$ cat config.mk
export PLATFORM = sky130hd
export DESIGN_NAME = render_sequencer_flat
export DESIGN_NICKNAME = d
export VERILOG_FILES = /design/src/rtl/render_sequencer_if.sv /design/src/rtl/render_sequencer.sv /design/src/flat_wrapper.sv
export SDC_FILE = /design/constraint.sdc
export NUM_CORES = 1
export LEC_CHECK = 0
export ABC_CLOCK_PERIOD_IN_PS = 2200
export CAP_MARGIN = 20
export CORE_UTILIZATION = 30
export DETAILED_ROUTE_END_ITERATION = 7
export GPL_TIMING_DRIVEN = 0
export HOLD_SLACK_MARGIN = 0.03
export PLACE_DENSITY_LB_ADDON = 0.05
export SKIP_CTS_REPAIR_TIMING = 1
export SYNTH_ARGS = -nofsm -noshare
export SYNTH_HDL_FRONTEND = slang
export SYNTH_SLANG_ARGS = --single-unit
export TNS_END_PERCENT = 1
$ cat constraint.sdc
create_clock -name clk -period 2.2 [get_ports clk]
set_clock_uncertainty 0.2 [all_clocks]
set_input_delay 0.44 -clock clk [delete_from_list [all_inputs] [get_ports clk]]
set_output_delay 0.44 -clock clk [all_outputs]
set_load 0.02 [all_outputs]
$ cat src/rtl/render_sequencer_if.sv
// Handshake bundle between the render sequencer and the ball renderer.
// Master = sequencer (drives phase levels); slave = renderer (returns done strobes).
interface render_sequencer_if;
    logic clearOld_pulse;
    logic drawNew_pulse;
    logic blackScreen_pulse;
    logic done_clearOld;
    logic done_drawNew;
    logic done_blackScreen;

    modport master (
        output clearOld_pulse, drawNew_pulse, blackScreen_pulse,
        input  done_clearOld, done_drawNew, done_blackScreen
    );

    modport slave (
        input  clearOld_pulse, drawNew_pulse, blackScreen_pulse,
        output done_clearOld, done_drawNew, done_blackScreen
    );
endinterface

$ cat src/rtl/render_sequencer.sv
// Frame render sequencer: black -> settle -> idle -> clear -> draw; outputs are decoded from state, transitions land on the sampling edge.
// Stalls whole-sequencer on enable=0; optional phase watchdog under PONG_RENDER_TIMEOUT_EN.
module render_sequencer #(
    parameter int TIMEOUT_CYCLES = 'd4096,
    parameter int MISS_W         = 'd8
) (
    input  logic                 clk,
    input  logic                 resetn,
    input  logic                 enable,
    input  logic                 frameTick,
    input  logic                 lhs_scored,
    input  logic                 rhs_scored,
    render_sequencer_if.master   rnd,
    output logic                 move_enable,
    output logic                 frame_busy,
    output logic [MISS_W-1:0]    missed_frames,
    output logic                 timeout_err
);

    typedef enum logic [2:0] {
        S_BLACK  = 3'd0,
        S_SETTLE = 3'd1,
        S_IDLE   = 3'd2,
        S_CLEAR  = 3'd3,
        S_DRAW   = 3'd4
    } state_t;

    state_t              r_state;
    state_t              w_next;
    logic                r_pending;
    logic [MISS_W-1:0]   r_missed;
    logic                w_scored;
    logic                w_timeout;
    logic                w_in_phase;

    assign w_scored   = lhs_scored | rhs_scored;
    assign w_in_phase = (r_state == S_BLACK) || (r_state == S_CLEAR) || (r_state == S_DRAW);

`ifdef PONG_RENDER_TIMEOUT_EN
    localparam int WD_W = (TIMEOUT_CYCLES > 1) ? $clog2(TIMEOUT_CYCLES) : 1;

    logic [WD_W-1:0] r_wdog;
    logic            r_timeout_err;

    assign w_timeout   = w_in_phase && (r_wdog == WD_W'(TIMEOUT_CYCLES - 1));
    assign timeout_err = r_timeout_err;

    // Count restarts on any state change and on a timeout, including one in S_BLACK.
    always_ff @(posedge clk or negedge resetn) begin
        if (!resetn) begin
            r_wdog        <= '0;
            r_timeout_err <= 1'b0;
        end else if (enable) begin
            if (w_timeout || (w_next != r_state) || !w_in_phase)
                r_wdog <= '0;
            else
                r_wdog <= r_wdog + 1'b1;
            if (w_timeout)
                r_timeout_err <= 1'b1;
        end
    end
`else
    assign w_timeout   = 1'b0;
    assign timeout_err = 1'b0;
`endif

    always_ff @(posedge clk or negedge resetn) begin
        if (!resetn)
            r_state <= S_BLACK;
        else if (enable)
            r_state <= w_next;
    end

    always_comb begin
        w_next = r_state;
        case (r_state)
            S_BLACK:  if (rnd.done_blackScreen) w_next = S_SETTLE;
            S_SETTLE: if (!lhs_scored && !rhs_scored) w_next = S_IDLE;
            S_IDLE: begin
                // A pending score pre-empts a same-cycle frameTick, which is simply dropped.
                if (r_pending)      w_next = S_BLACK;
                else if (frameTick) w_next = S_CLEAR;
            end
            S_CLEAR:  if (rnd.done_clearOld) w_next = S_DRAW;
            S_DRAW:   if (rnd.done_drawNew) w_next = r_pending ? S_BLACK : S_IDLE;
            default:  w_next = S_BLACK;
        endcase
        if (w_timeout)
            w_next = S_BLACK;
    end

    always_comb begin
        rnd.blackScreen_pulse = 1'b0;
        rnd.clearOld_pulse    = 1'b0;
        rnd.drawNew_pulse     = 1'b0;
        move_enable           = 1'b0;
        frame_busy            = (r_state != S_IDLE);
        case (r_state)
            S_BLACK: rnd.blackScreen_pulse = 1'b1;
            S_CLEAR: rnd.clearOld_pulse    = 1'b1;
            S_DRAW:  rnd.drawNew_pulse     = 1'b1;
            S_IDLE:  move_enable           = 1'b1;
            default: ;
        endcase
    end

    always_ff @(posedge clk or negedge resetn) begin
        if (!resetn) begin
            r_pending <= 1'b0;
        end else if (enable) begin
            if ((w_next == S_BLACK) && (r_state != S_BLACK))
                r_pending <= 1'b0;
            else if (w_scored && ((r_state == S_IDLE) || (r_state == S_CLEAR) || (r_state == S_DRAW)))
                r_pending <= 1'b1;
        end
    end

    always_ff @(posedge clk or negedge resetn) begin
        if (!resetn)
            r_missed <= '0;
        else if (enable && frameTick && (r_state != S_IDLE) && (r_missed != {MISS_W{1'b1}}))
            r_missed <= r_missed + 1'b1;
    end

    assign missed_frames = r_missed;

endmodule

$ cat src/flat_wrapper.sv
// flat-port wrapper written by rule: the top's interface ports become plain ports
module render_sequencer_flat 
#(
    parameter int TIMEOUT_CYCLES = 'd4096,
    parameter int MISS_W         = 'd8
)
  (clk, resetn, enable, frameTick, lhs_scored, rhs_scored, move_enable, frame_busy, missed_frames, timeout_err, rnd_clearOld_pulse, rnd_drawNew_pulse, rnd_blackScreen_pulse, rnd_done_clearOld, rnd_done_drawNew, rnd_done_blackScreen);
  render_sequencer_if rnd_i ();
  input  logic clk;
  input  logic resetn;
  input  logic enable;
  input  logic frameTick;
  input  logic lhs_scored;
  input  logic rhs_scored;
  output logic move_enable;
  output logic frame_busy;
  output logic [MISS_W-1:0] missed_frames;
  output logic timeout_err;
  output wire logic [$bits(rnd_i.clearOld_pulse)-1:0] rnd_clearOld_pulse;
  output wire logic [$bits(rnd_i.drawNew_pulse)-1:0] rnd_drawNew_pulse;
  output wire logic [$bits(rnd_i.blackScreen_pulse)-1:0] rnd_blackScreen_pulse;
  input wire logic [$bits(rnd_i.done_clearOld)-1:0] rnd_done_clearOld;
  input wire logic [$bits(rnd_i.done_drawNew)-1:0] rnd_done_drawNew;
  input wire logic [$bits(rnd_i.done_blackScreen)-1:0] rnd_done_blackScreen;
  assign rnd_clearOld_pulse = rnd_i.clearOld_pulse;
  assign rnd_drawNew_pulse = rnd_i.drawNew_pulse;
  assign rnd_blackScreen_pulse = rnd_i.blackScreen_pulse;
  assign rnd_i.done_clearOld = rnd_done_clearOld;
  assign rnd_i.done_drawNew = rnd_done_drawNew;
  assign rnd_i.done_blackScreen = rnd_done_blackScreen;
  render_sequencer #(.TIMEOUT_CYCLES(TIMEOUT_CYCLES), .MISS_W(MISS_W)) u_core (.clk(clk), .resetn(resetn), .enable(enable), .frameTick(frameTick), .lhs_scored(lhs_scored), .rhs_scored(rhs_scored), .rnd(rnd_i), .move_enable(move_enable), .frame_busy(frame_busy), .missed_frames(missed_frames), .timeout_err(timeout_err));
endmodule
# ---- After elaboration in Yosys (flattened, before gate mapping)
# Cells that the tools add are included.
dict set report classes {
  add_sub_neg 1
  eq_ne 6
  mux 14
  bitwise_logic 1
  reduce_logical 15
}
# operator count
set op_table {}
lappend op_table {{3-bit two-way mux} 6}
lappend op_table {{3-bit case mux with 5 select lines} 1}
lappend op_table {{8-bit by 1-bit adder with 8-bit output, second input constant} 1}
lappend op_table {{8-bit != test, second input constant} 1}
lappend op_table {{3-bit by 2-bit equality test with 1-bit output, second input constant} 2}
lappend op_table {{1-bit logical AND} 6}
lappend op_table {{3-bit logical NOT} 2}
lappend op_table {{1-bit two-way mux} 6}
lappend op_table {{3-bit by 1-bit equality test with 1-bit output, second input constant} 1}
lappend op_table {{3-bit equality test, second input constant} 1}
lappend op_table {{3-bit by 2-bit != test with 1-bit output, second input constant} 1}
lappend op_table {{3-bit nonzero test} 1}
lappend op_table {{1-bit logical NOT} 2}
lappend op_table {{1-bit logical OR} 2}
lappend op_table {{2-bit two-way mux} 1}
lappend op_table {{2-bit AND reduction} 1}
lappend op_table {{2-bit nonzero test} 1}
lappend op_table {{1-bit bitwise OR} 1}
dict set report totals {
  register_bits 12
  input_bits 9
  out_inout_bits 14
  word_cells 40
}

# ---- Logic depth before layout (Yosys ltp)
# Gate-level depths: netlist (run 1).
dict set report depth {
  ltp_word 8
  ltp_mapped 5
  ltp_nobuf 5
}

# ---- Least setup slack after synthesis (run 1)
# OpenSTA, ideal clock, no wires.
dict set report synth_timing {
  path_type {reg2reg}
  from {register u_core.r_missed[0], in the netlist u_core.missed_frames[0]}
  to {register u_core.r_missed[1], in the netlist u_core.missed_frames[1]}
  setup_ns 0.125
  arrival_time_ns 1.536
  required_ns 1.875
  setup_slack_ns 0.339
  path_stages_with_launch 5
  n_path_buf 0
  synth_period_minus_slack_ns 1.861
  path_cell_list {dfrtp_1 -> ha_1 -> and3_1 -> a211oi_4 -> mux2_4}
}
dict set report synth_between {
  elab_chain_cells 2
  elab_cells_between_ends 3
  cone_classes {add/sub: 1; eq/ne: 1; reduce/logical: 1}
}
# element line
set synth_lines {}
lappend synth_lines {{start: declaration} render_sequencer.sv:31} ;# logic [MISS_W-1:0] r_missed;
lappend synth_lines {{start signal: assignment} render_sequencer.sv:122} ;# r_missed <= r_missed + 1'b1;
lappend synth_lines {{branches (longest 2 deep; another with 8-bit by 1-bit adder with 8-bit output)} -}
# Several ways; the timed one is not identified.
# A chain may end at the register's enable or synchronous reset.

# ---- Worst setup path after layout (run 1)
dict set report layout_timing {
  from {register u_core.r_state[2]}
  to {output port frame_busy}
}
dict set report layout_between {
  elab_chain_cells 1
}
# element line
set layout_lines {}
lappend layout_lines {{start: declaration} render_sequencer.sv:28} ;# state_t r_state;
lappend layout_lines {{start signal: assignment} render_sequencer.sv:71} ;# r_state <= w_next;
lappend layout_lines {{3-bit by 2-bit != test with 1-bit output} render_sequencer.sv:97} ;# frame_busy = (r_state != S_IDLE);
lappend layout_lines {{end: declaration} flat_wrapper.sv:16} ;# output logic frame_busy;
# Every way passes these cells.

==> summary.md, run 1 <==
* **average footprint of a synthesized cell** 10.2 um^2
* **area of the mapped netlist** 722 um^2
* **post-detailed-placement cell area** 957 um^2
* **Via-to-Cell Ratio** 4.86
* **fraction of layout instances using a drive strength above 1** 0.170
* **Initial Utilization** 0.323
* **total of buffers placed on input and output ports** 20
* **total of max-cap violations** 0
* **Crit path max-delay family** buffers and inverters
* **post-route total power** 0.00121 W
* **routed wire length per instance** 12.5 um
* **cell total after placement** 119
* **Pwr Density** 1220 nW/um^2
* **compound-gate portion of the synthesized area** 0.139
* **Synth Instances** 71
* **combinational share of power** 0.581
* **area occupied by registers** 300 um^2
* **Max transition margin** 0.637
* **buffer type at the clock tree root** sky130_fd_sc_hd__clkbuf_4
* **part of the power in the clock network** 0.109
* **top post-synthesis cells by area** sky130_fd_sc_hd__dfrtp_1 42%, sky130_fd_sc_hd__xnor2_1 6.1%, sky130_fd_sc_hd__buf_4 3.1%
* **post-route non-filler standard cell count** 122
* **number of buffer and inverter stages on the critical path** 3
* **I/O pin total** 23
* **result of the run** complete, but fails checks
* **CTS H-tree depth** 1
* **LEAKAGE** 0.471 nW
* **cell type with the highest aggregate area in the netlist** sky130_fd_sc_hd__dfrtp_1
* **final instance area** 990 um^2
* **last weighted congestion value of the routability-driven placer** 0.709
* **standard-cell rows** 17
* **xor and xnor area share after synthesis** 0.0849
* **DR iter-0 viols** 5
* **slew at the pin closest to its max-slew limit** 0.543 ns
* **multiplexer area fraction after synthesis** 0.0208
* **combinational family with the most area after synthesis** simple AND/OR/NAND/NOR gates
* **y dimension of the die** 51.1 um
* **largest net degree at the start of global routing** 13
* **final critical path time including I/O delays and setup** 2.41 ns
* **share of synthesized flip-flops with an asynchronous set or reset** 1.00
* **net count of the mapped netlist** 81
* **Post-route DRC** 0
* **period utilisation layout** 1.10
* **Post-Route WL** 1520 um
* **DRT Pass-1 Iters** 3
* **Core Area** 2230 um^2
* **CP Class** register to output port
* **Worst Path Max Fanout** 9
* **worst hold path class** input pin to register
* **critical path capture point type** output port
* **type of element launching the critical path** register
* **internal cell power** 0.000701 W
* **worst endpoint data arrival time** 1.77 ns
* **Total Routing Usage GR** 0.136
* **global-route wire length before repair** 2550 um
* **post-synthesis register bit count** 12
* **number of buffers between clock root and the deepest sink** 2
* **fraction of post-synthesis cell area in the top cell type by area** 0.416
* **Pins Over Slew Limit** 0
* **via total after detailed routing** 593
* **Sw Pwr** 0.000510 W
* **clock-pin slew on the worst setup and hold paths** 0.07 ns
* **Max VDD drop** 0.000572 V
* **PnR worst setup slack** -0.213 ns
* **CTS tree** yes
* **number of nets with antenna violations after detailed routing** 0
* **Clock Latency Late Sink** 0.27 ns
* **Max Freq** 0.414 GHz
* **fill cell instance count of the final layout** 239
* **top flip-flop cell by instance count after synthesis** sky130_fd_sc_hd__dfrtp_1
* **ordered cell list for the critical path** buf_4 -> nor3b_4 -> inv_1 -> clkdlybuf4s50_1
* **adder-cell area share of the yosys netlist** 0.0173
* **half-perimeter wire length of the detailed placement result** 1150 um
* **Inserted Diodes** 0
* **slowest cell on the critical path** sky130_fd_sc_hd__clkdlybuf4s50_1
* **number of global-route vias before repair** 581
* **Die Span X** 51.1 um
* **post-synthesis to final-layout area growth** 37.1%
* **endpoint required time on the critical path** 1.56 ns
* **initial antenna violation count** 0
* **Synth cell types** 31
* **sequential element share of the synthesized area** 0.416
* **violations in the final reports** setup timing
* **global-route congestion overflow total** 0
* **die area** 2610 um^2
* **total clock buffers created by CTS** 3
* **total number of yosys warnings** 0
* **sink count of the clock tree** 12
* **RSZ-0062 raised after global routing** yes
* **Final nets** 106
* **number of enable flip-flop cells after synthesis** 0
* **Seq pwr share** 0.309
* **Crit path largest cell delay** 0.54 ns
* **multi-input logic area** 378 um^2
* **endpoints failing hold** 0
* **simple-gate portion of the synthesized area** 0.256
* **endpoints failing setup** 1
* **switching power share of the total** 0.421
## flip-flops by register name, summed over array words and instances (netlist names)
signal,flops
u_core.missed_frames,8
u_core.r_pending,1
u_core.r_state,3
## kinds of logic (layout without fill, tap and decap cells)
kind of cell | after synthesis | after routing
AO/OA/AOI/OAI | 12 | 12
buffers and inverters | 8 | 31
adder cells (fa/ha/maj) | 1 | 1
other | 1 | 1
multiplexers | 1 | 1
AND/OR/NAND/NOR | 29 | 29
XOR/XNOR | 7 | 7
flip-flops | 12 | 12
## final timing paths
kind	start	cells past startpoint	to	slack, ns
min in group asynchronous	resetn	1	u_core.r_state[1]$_DFFE_PN0P_	0.32
min reg2reg	u_core.missed_frames[7]$_DFFE_PN0P_	1	u_core.missed_frames[7]$_DFFE_PN0P_	0.31
max reg2reg	u_core.missed_frames[0]$_DFFE_PN0P_	4	u_core.missed_frames[1]$_DFFE_PN0P_	0.34
max	u_core.r_state[2]$_DFFE_PN0P_	4	frame_busy	-0.21
min	enable	2	u_core.r_state[1]$_DFFE_PN0P_	0.26
max in group asynchronous	resetn	1	u_core.r_pending$_DFFE_PN0P_	1.12
## power by group through the flow
stage          logic, W  registers (W)  clock network, W
6_report       0.000704       0.000374          0.000133
3_3_place_gp   0.000720       0.000377                 0
3_5_place_dp   0.000719       0.000378                 0
2_1_floorplan  0.000410       0.000422                 0
5_1_grt        0.000766       0.000390          0.000152
4_1_cts        0.000722       0.000374          0.000141
## cell type report
| type | count | share of cell area |
|---|---|---|
| multi-input combinational | 51 | 0.382 |
| buffer | 5 | 0.0329 |
| tap | 28 | 0.0354 |
| sequential | 12 | 0.303 |
| inverter | 3 | 0.0114 |
| clock buffer | 3 | 0.0228 |
| timing repair buffer | 20 | 0.212 |
## Yosys cell counts, drive strengths merged (2+ instances only)
library cell	count
a21oi	3
a31oi	3
and3	4
buf	5
dfrtp	12
inv	3
nand2	4
nand2b	3
nand4	2
nor2	6
nor3	3
nor3b	2
xnor2	5
xor2	2
## through the flow
step / util / TNS, ns / hold slack [ns] / worst slack [ns]
after floorplan: - / 0 / -0.0556 / 0.339
after global placement: 0.429 / -0.0106 / 0.297 / -0.0106
after detailed placement: 0.429 / -0.000307 / 0.297 / -0.000307
after CTS: 0.439 / -1.02 / 0.258 / -0.315
after global routing: 0.443 / -0.336 / 0.285 / -0.336
final: 0.443 / -0.213 / 0.263 / -0.213
## cell usage in the layout (no fill, tap or decap), types with 3 or more instances in the layout
cell,instances
sky130_fd_sc_hd__clkdlybuf4s50_1,16
sky130_fd_sc_hd__inv_1,3
sky130_fd_sc_hd__xnor2_1,5
sky130_fd_sc_hd__a31oi_1,3
sky130_fd_sc_hd__buf_4,3
sky130_fd_sc_hd__clkbuf_4,3
sky130_fd_sc_hd__and3_1,3
sky130_fd_sc_hd__a21oi_1,3
sky130_fd_sc_hd__nand2_1,4
sky130_fd_sc_hd__nor2_1,6
sky130_fd_sc_hd__dfrtp_1,12
sky130_fd_sc_hd__nor3_1,3
sky130_fd_sc_hd__dlymetal6s2s_1,4
sky130_fd_sc_hd__nand2b_1,3
## per-layer routing
layer / global-route usage / wire length (um) / vias up
li1: - / - / 297
met1: 0.165 / 717 / 279
met2: 0.219 / 700 / 13
met3: 0.0268 / 75 / 4
met4: 0.0833 / 27 / 0
met5: 0 / 0 / -
(Power assumes the default switching activity.)
==> inputs of run 2 (changes only) <==
--- a/config.mk
+++ b/config.mk
@@ -5,12 +5,13 @@
 export SDC_FILE = /design/constraint.sdc
 export NUM_CORES = 1
 export LEC_CHECK = 0
-export ABC_CLOCK_PERIOD_IN_PS = 2200
+export ABC_CLOCK_PERIOD_IN_PS = 3000
 export CAP_MARGIN = 20
 export CORE_UTILIZATION = 30
 export DETAILED_ROUTE_END_ITERATION = 7
 export GPL_TIMING_DRIVEN = 0
 export HOLD_SLACK_MARGIN = 0.03
+export MAX_ROUTING_LAYER = met4
 export PLACE_DENSITY_LB_ADDON = 0.05
 export SKIP_CTS_REPAIR_TIMING = 1
 export SYNTH_ARGS = -nofsm -noshare
==> constraint.sdc (replaced) <==
create_clock -name clk -period 3 [get_ports clk]
set_clock_uncertainty 0.2 [all_clocks]
set_input_delay 0.6 -clock clk [delete_from_list [all_inputs] [get_ports clk]]
set_output_delay 0.6 -clock clk [all_outputs]
set_load 0.02 [all_outputs]
==> run 2 against run 1 <==
The run now ends clean. Clock-buffer cell count unchanged. Critical path depth down 1. Clock power down 27%. Non-clock buffer count unchanged. Register-to-register slack better by 0.80 ns. Die area unchanged. Core utilization down 0.45 points. Setup slack better by 0.56 ns. Sequential power down 27%. Cell count unchanged. Sequential share of layout area up 0.31 points. Total power down 26%.
==> summary.md, run 2 (synthesized netlist as in run 1, its figures left out) <==
* **startpoint of the most critical hold path** u_core.missed_frames[7]$_DFFE_PN0P_, was enable
* **DRT Pass-1 Iters** 3, unchanged
* **initial antenna violation count** 0, unchanged
* **endpoint required time on the critical path** 2.20 ns, was 1.56 ns
* **fraction of layout instances using a drive strength above 1** 0.170, unchanged
* **clock-pin slew on the worst setup and hold paths** 0.07 ns, about the same
* **Post-Route WL** 1510 um, was 1520 um
* **slew at the pin closest to its max-slew limit** 0.543 ns, about the same
* **Max VDD drop** 0.000419 V, was 0.000572 V
* **largest net degree at the start of global routing** 13, unchanged
* **standard-cell rows** 17, unchanged
* **cell depth of the worst flop-to-flop path** 4, unchanged
* **worst endpoint data arrival time** 1.85 ns, was 1.77 ns
* **routed wire length per instance** 12.4 um, was 12.5 um
* **half-perimeter wire length of the detailed placement result** 1150 um, unchanged
* **Core Area** 2230 um^2, unchanged
* **Pwr Density** 912 nW/um^2, was 1220 nW/um^2
* **total of max-cap violations** 0, unchanged
* **sink count of the clock tree** 12, unchanged
* **area occupied by registers** 300 um^2, unchanged
* **CTS H-tree depth** 1, unchanged
* **via total after detailed routing** 597, was 593
* **slack of the worst reg-to-reg path** 1.14 ns, was 0.34 ns
* **CTS tree** yes, unchanged
* **y dimension of the die** 51.1 um, unchanged
* **Clock Latency Late Sink** 0.27 ns, about the same
* **global-route wire length before repair** 2550 um, unchanged
* **minimum hold slack** 0.312 ns, was 0.263 ns
* **combinational share of power** 0.584, was 0.581
* **Max transition margin** 0.637, about the same
* **Via-to-Cell Ratio** 4.89, was 4.86
* **RSZ-0062 raised after global routing** no, was yes
* **endpoints failing hold** 0, unchanged
* **multi-input logic area** 378 um^2, unchanged
* **type of element launching the critical path** register, unchanged
* **TNS Setup** 0 ns, was -0.213 ns
* **Initial Utilization** 0.323, unchanged
* **DR iter-0 viols** 5, unchanged
* **number of buffers between clock root and the deepest sink** 2, unchanged
* **CP Class** register to output port, unchanged
* **Max Freq** 0.378 GHz
* **Pins Over Slew Limit** 0, unchanged
* **Sw Pwr** 0.000374 W, was 0.000510 W
* **number of global-route vias before repair** 581, unchanged
* **part of the power in the clock network** 0.109, about the same
* **period utilisation layout** 0.883
* **Final nets** 106, unchanged
* **total clock buffers created by CTS** 3, unchanged
* **total of buffers placed on input and output ports** 20, unchanged
* **post-route total power** 0.000893 W, was 0.00121 W
* **post-synthesis to final-layout area growth** 35.7%, was 37.1%
* **last weighted congestion value of the routability-driven placer** 0.717, was 0.709
* **most common cell after layout, fill and taps aside** sky130_fd_sc_hd__clkdlybuf4s50_1, unchanged
* **Worst Path Max Fanout** 9, unchanged
* **critical path capture point type** output port, unchanged
* **endpoints failing setup** 0, was 1
* **Total Routing Usage GR** 0.140, was 0.136
* **commonest non-fill, non-tap cells in the layout** 20 x sky130_fd_sc_hd__clkdlybuf4s50_1, 12 x sky130_fd_sc_hd__dfrtp_1, 6 x sky130_fd_sc_hd__nor2_1, was 16 x sky130_fd_sc_hd__clkdlybuf4s50_1, 12 x sky130_fd_sc_hd__dfrtp_1, 6 x sky130_fd_sc_hd__nor2_1
* **fill cell instance count of the final layout** 241, was 239
* **endpoint of the most critical register-to-register path** u_core.missed_frames[1]$_DFFE_PN0P_, unchanged
* **start of the worst register-to-register path** u_core.missed_frames[0]$_DFFE_PN0P_, unchanged
* **Post-route DRC** 0, unchanged
* **worst hold path class** register to register, was input pin to register
* **flip-flop count of the largest register after layout** 8, unchanged
* **die area** 2610 um^2, unchanged
* **number of nets with antenna violations after detailed routing** 0, unchanged
* **internal cell power** 0.000519 W, was 0.000701 W
* **result of the run** complete, no violations, was complete, but fails checks
* **LEAKAGE** 0.409 nW, was 0.471 nW
* **Die Span X** 51.1 um, unchanged
* **global-route congestion overflow total** 0, unchanged
* **switching power share of the total** 0.419, was 0.421
* **final critical path time including I/O delays and setup** 2.65 ns
* **Inserted Diodes** 0, unchanged
* **end of the worst hold path** u_core.missed_frames[7]$_DFFE_PN0P_, was u_core.r_state[1]$_DFFE_PN0P_
* **Seq pwr share** 0.307, was 0.309
* **worst hold path depth** 1, was 2
* **buffer type at the clock tree root** sky130_fd_sc_hd__clkbuf_4, unchanged
* **I/O pin total** 23, unchanged
run 2: how the worst max path moves through the flow:
| stage | startpoint | endpoint |
|---|---|---|
| final | u_core.r_state[2]$_DFFE_PN0P_ | move_enable |
| after global routing | u_core.r_state[2]$_DFFE_PN0P_ | move_enable |
| after CTS | u_core.r_state[2]$_DFFE_PN0P_ | move_enable |
| after detailed placement | u_core.r_state[2]$_DFFE_PN0P_ | move_enable |
| after global placement | u_core.r_state[2]$_DFFE_PN0P_ | move_enable |
| after floorplan | u_core.r_state[2]$_DFFE_PN0P_ | frame_busy |
run 2: stage by stage:
step / cell area, um^2 / worst slack (ns) / cells / utilization
final: 980 / 0.351 / 122 / 0.439
after global routing: 980 / 0.253 / 122 / 0.439
after CTS: 980 / 0.325 / 122 / 0.439
after detailed placement: 957 / 0.640 / 119 / 0.429
after global placement: 957 / 0.629 / 119 / 0.429
after floorplan: 722 / 1.07 / 71 / -
run 2: critical path, stage by stage (launching register included):
cell and delay (ns):
sky130_fd_sc_hd__dfrtp_1 0.37, sky130_fd_sc_hd__buf_4 0.17, sky130_fd_sc_hd__nor3b_4 0.36, sky130_fd_sc_hd__clkdlybuf4s50_1 0.68
run 2: final cells by class:
type | count | area share
inverters | 3 | 0.0115
repair buffers | 20 | 0.204
multi-input cells | 51 | 0.386
well taps | 28 | 0.0358
clock buffers | 3 | 0.0230
plain buffers | 5 | 0.0332
flip-flops and latches | 12 | 0.307
run 2: power groups by stage:
stage          clock network, W  registers [W]  logic, W
6_report              0.0000972       0.000274  0.000522
5_1_grt                0.000111       0.000286  0.000567
4_1_cts                0.000103       0.000274  0.000529
3_5_place_dp                  0       0.000277  0.000527
3_3_place_gp                  0       0.000276  0.000528
2_1_floorplan                 0       0.000309  0.000301
run 2: per-layer routing:
| layer | global-route usage | part of all wire |
|---|---|---|
| met5 | - | 0 |
| met2 | 0.219 | 0.46 |
| met3 | 0.0208 | 0.038 |
| met4 | 0.0833 | 0.018 |
| met1 | 0.169 | 0.48 |
==> inputs of run 3 (changes only) <==
--- a/config.mk
+++ b/config.mk
@@ -7,6 +7,7 @@
 export LEC_CHECK = 0
 export ABC_CLOCK_PERIOD_IN_PS = 3000
 export CAP_MARGIN = 20
+export CORE_MARGIN = 4
 export CORE_UTILIZATION = 30
 export DETAILED_ROUTE_END_ITERATION = 7
 export GPL_TIMING_DRIVEN = 0
==> run 3 against run 2 <==
Sequential share of layout area is the same. Total power is essentially flat. Cell count is the same. Combinational power is essentially flat. Die area grew 25%. Register-to-register slack is essentially flat. Final area is the same. Flip-flop and latch count is the same. Fmax grew 1.3%. Setup slack gained 0.035 ns. Global-route usage shrank 2.9 points. Highest routed layer unchanged.
==> summary.md, run 3 (synthesized netlist as in run 1, its figures left out) <==
* **result of the run** complete, no violations, unchanged
* **clock-pin slew on the worst setup and hold paths** 0.07 ns, about the same
* **final instance area** 980 um^2, unchanged
* **start of the worst register-to-register path** u_core.missed_frames[0]$_DFFE_PN0P_, unchanged
* **total clock buffers created by CTS** 3, unchanged
* **critical path capture point type** output port, unchanged
* **initial antenna violation count** 0, unchanged
* **total of max-cap violations** 0, unchanged
* **flip-flop count of the largest register after layout** 8, unchanged
* **Max VDD drop** 0.000495 V, was 0.000419 V
* **post-route non-filler standard cell count** 122, unchanged
* **worst endpoint data arrival time** 1.81 ns, was 1.85 ns
* **via total after detailed routing** 565, was 597
* **Core Area** 2250 um^2, was 2230 um^2
* **Crit path largest cell delay** 0.67 ns, was 0.68 ns
* **global-route wire length before repair** 2730 um, was 2550 um
* **CTS H-tree depth** 1, unchanged
* **startpoint of the most critical hold path** u_core.missed_frames[2]$_DFFE_PN0P_, was u_core.missed_frames[7]$_DFFE_PN0P_
* **fill cell instance count of the final layout** 233, was 241
* **commonest non-fill, non-tap cells in the layout** 20 x sky130_fd_sc_hd__clkdlybuf4s50_1, 12 x sky130_fd_sc_hd__dfrtp_1, 6 x sky130_fd_sc_hd__nor2_1, unchanged
* **type of element launching the critical path** register, unchanged
* **Final Util** 0.435, was 0.439
* **endpoint required time on the critical path** 2.20 ns, about the same
* **DR iter-0 viols** 8, was 5
* **period utilisation layout** 0.871, was 0.883
* **ordered cell list for the critical path** buf_4 -> nor3b_4 -> clkdlybuf4s50_1, unchanged
* **fraction of layout instances using a drive strength above 1** 0.170, unchanged
* **Initial Utilization** 0.320, was 0.323
* **worst hold path class** register to register, unchanged
* **number of global-route vias before repair** 591, was 581
* **endpoints failing setup** 0, unchanged
* **CP Class** register to output port, unchanged
* **total of buffers placed on input and output ports** 20, unchanged
* **routed wire length per instance** 12.7 um, was 12.4 um
* **slowest cell on the critical path** sky130_fd_sc_hd__clkdlybuf4s50_1, unchanged
* **buffer type at the clock tree root** sky130_fd_sc_hd__clkbuf_4, unchanged
* **post-route total power** 0.000892 W, was 0.000893 W
* **CTS tree** yes, unchanged
* **endpoint of the most critical register-to-register path** u_core.missed_frames[5]$_DFFE_PN0P_, was u_core.missed_frames[1]$_DFFE_PN0P_
* **post-detailed-placement cell area** 957 um^2, unchanged
* **Worst Path Max Fanout** 9, unchanged
* **Die Span X** 57.1 um, was 51.1 um
* **DRT Pass-1 Iters** 4, was 3
* **Inserted Diodes** 0, unchanged
* **critical path startpoint** u_core.r_state[0]$_DFFE_PN0P_, was u_core.r_state[2]$_DFFE_PN0P_
* **Crit. path cell count** 3, unchanged
* **endpoints failing hold** 0, unchanged
* **cell depth of the worst flop-to-flop path** 5, was 4
* **TNS Setup** 0 ns, unchanged
* **post-synthesis to final-layout area growth** 35.7%, unchanged
* **LEAKAGE** 0.409 nW, unchanged
* **cell total after placement** 119, unchanged
* **Via-to-Cell Ratio** 4.63, was 4.89
* **Post-Route WL** 1550 um, was 1510 um
* **Max transition margin** 0.634, was 0.637
* **Clock Latency Late Sink** 0.27 ns, about the same
* **RSZ-0062 raised after global routing** no, unchanged
* **Max Freq** 0.383 GHz, was 0.378 GHz
* **global-route congestion overflow total** 0, unchanged
* **slack of the worst reg-to-reg path** 1.14 ns, about the same
* **Crit path max-delay family** buffers and inverters, unchanged
* **y dimension of the die** 57.1 um, was 51.1 um
* **Pins Over Slew Limit** 0, unchanged
* **die area** 3260 um^2, was 2610 um^2
* **Pwr Density** 911 nW/um^2, was 912 nW/um^2
* **final critical path time including I/O delays and setup** 2.61 ns, was 2.65 ns
* **I/O pin total** 23, unchanged
* **standard-cell rows** 17, unchanged
* **largest net degree at the start of global routing** 13, unchanged
* **Final nets** 106, unchanged
* **Worst setup endpoint** move_enable, unchanged
* **last weighted congestion value of the routability-driven placer** 0.744, was 0.717
* **number of nets with antenna violations after detailed routing** 0, unchanged
* **most common cell after layout, fill and taps aside** sky130_fd_sc_hd__clkdlybuf4s50_1, unchanged
* **number of buffer and inverter stages on the critical path** 2, unchanged
* **Total Routing Usage GR** 0.110, was 0.140
* **Post-route DRC** 0, unchanged
* **sink count of the clock tree** 12, unchanged
* **number of buffers between clock root and the deepest sink** 2, unchanged
* **slew at the pin closest to its max-slew limit** 0.547 ns, was 0.543 ns
==> run 3: stage by stage <==
stage	setup slack (ns)	hold slack, ns
global route	0.320	0.336
floorplan	1.07	0.104
detailed placement	0.667	0.307
global placement	0.667	0.301
CTS	0.366	0.318
finish	0.386	0.310
==> run 3: final cells by class <==
cell class | instances | area [um^2] | area share
sequential | 12 | 300 | 0.307
clock buffer | 3 | 22.5 | 0.0230
multi-input combinational | 51 | 378 | 0.386
timing repair buffer | 20 | 200 | 0.204
inverter | 3 | 11.3 | 0.0115
buffer | 5 | 32.5 | 0.0332
tap | 28 | 35.0 | 0.0358
==> run 3: how the worst min path moves through the flow <==
stage,end,depth (start not counted),slack (ns)
2_1_floorplan,u_core.missed_frames[0]$_DFFE_PN0P_,0,0.10
3_3_place_gp,u_core.missed_frames[7]$_DFFE_PN0P_,1,0.30
3_5_place_dp,u_core.missed_frames[7]$_DFFE_PN0P_,1,0.31
4_1_cts,u_core.missed_frames[2]$_DFFE_PN0P_,1,0.32
5_1_grt,u_core.missed_frames[0]$_DFFE_PN0P_,1,0.34
6_report,u_core.missed_frames[2]$_DFFE_PN0P_,1,0.31
==> run 3: power by group <==
part | internal, W | total (W) | switching [W]
Clock | 0.0000464 | 0.0000948 | 0.0000484
Sequential | 0.000221 | 0.000274 | 0.0000531
Combinational | 0.000252 | 0.000523 | 0.000272
==> run 3: routing by layer <==
metal	vias to the layer above	GRT usage	routed length, um
met5	-	-	0
met4	0	0.0199	5
met3	2	0.0498	117
met2	16	0.142	679
met1	248	0.159	751
li1	299	-	-
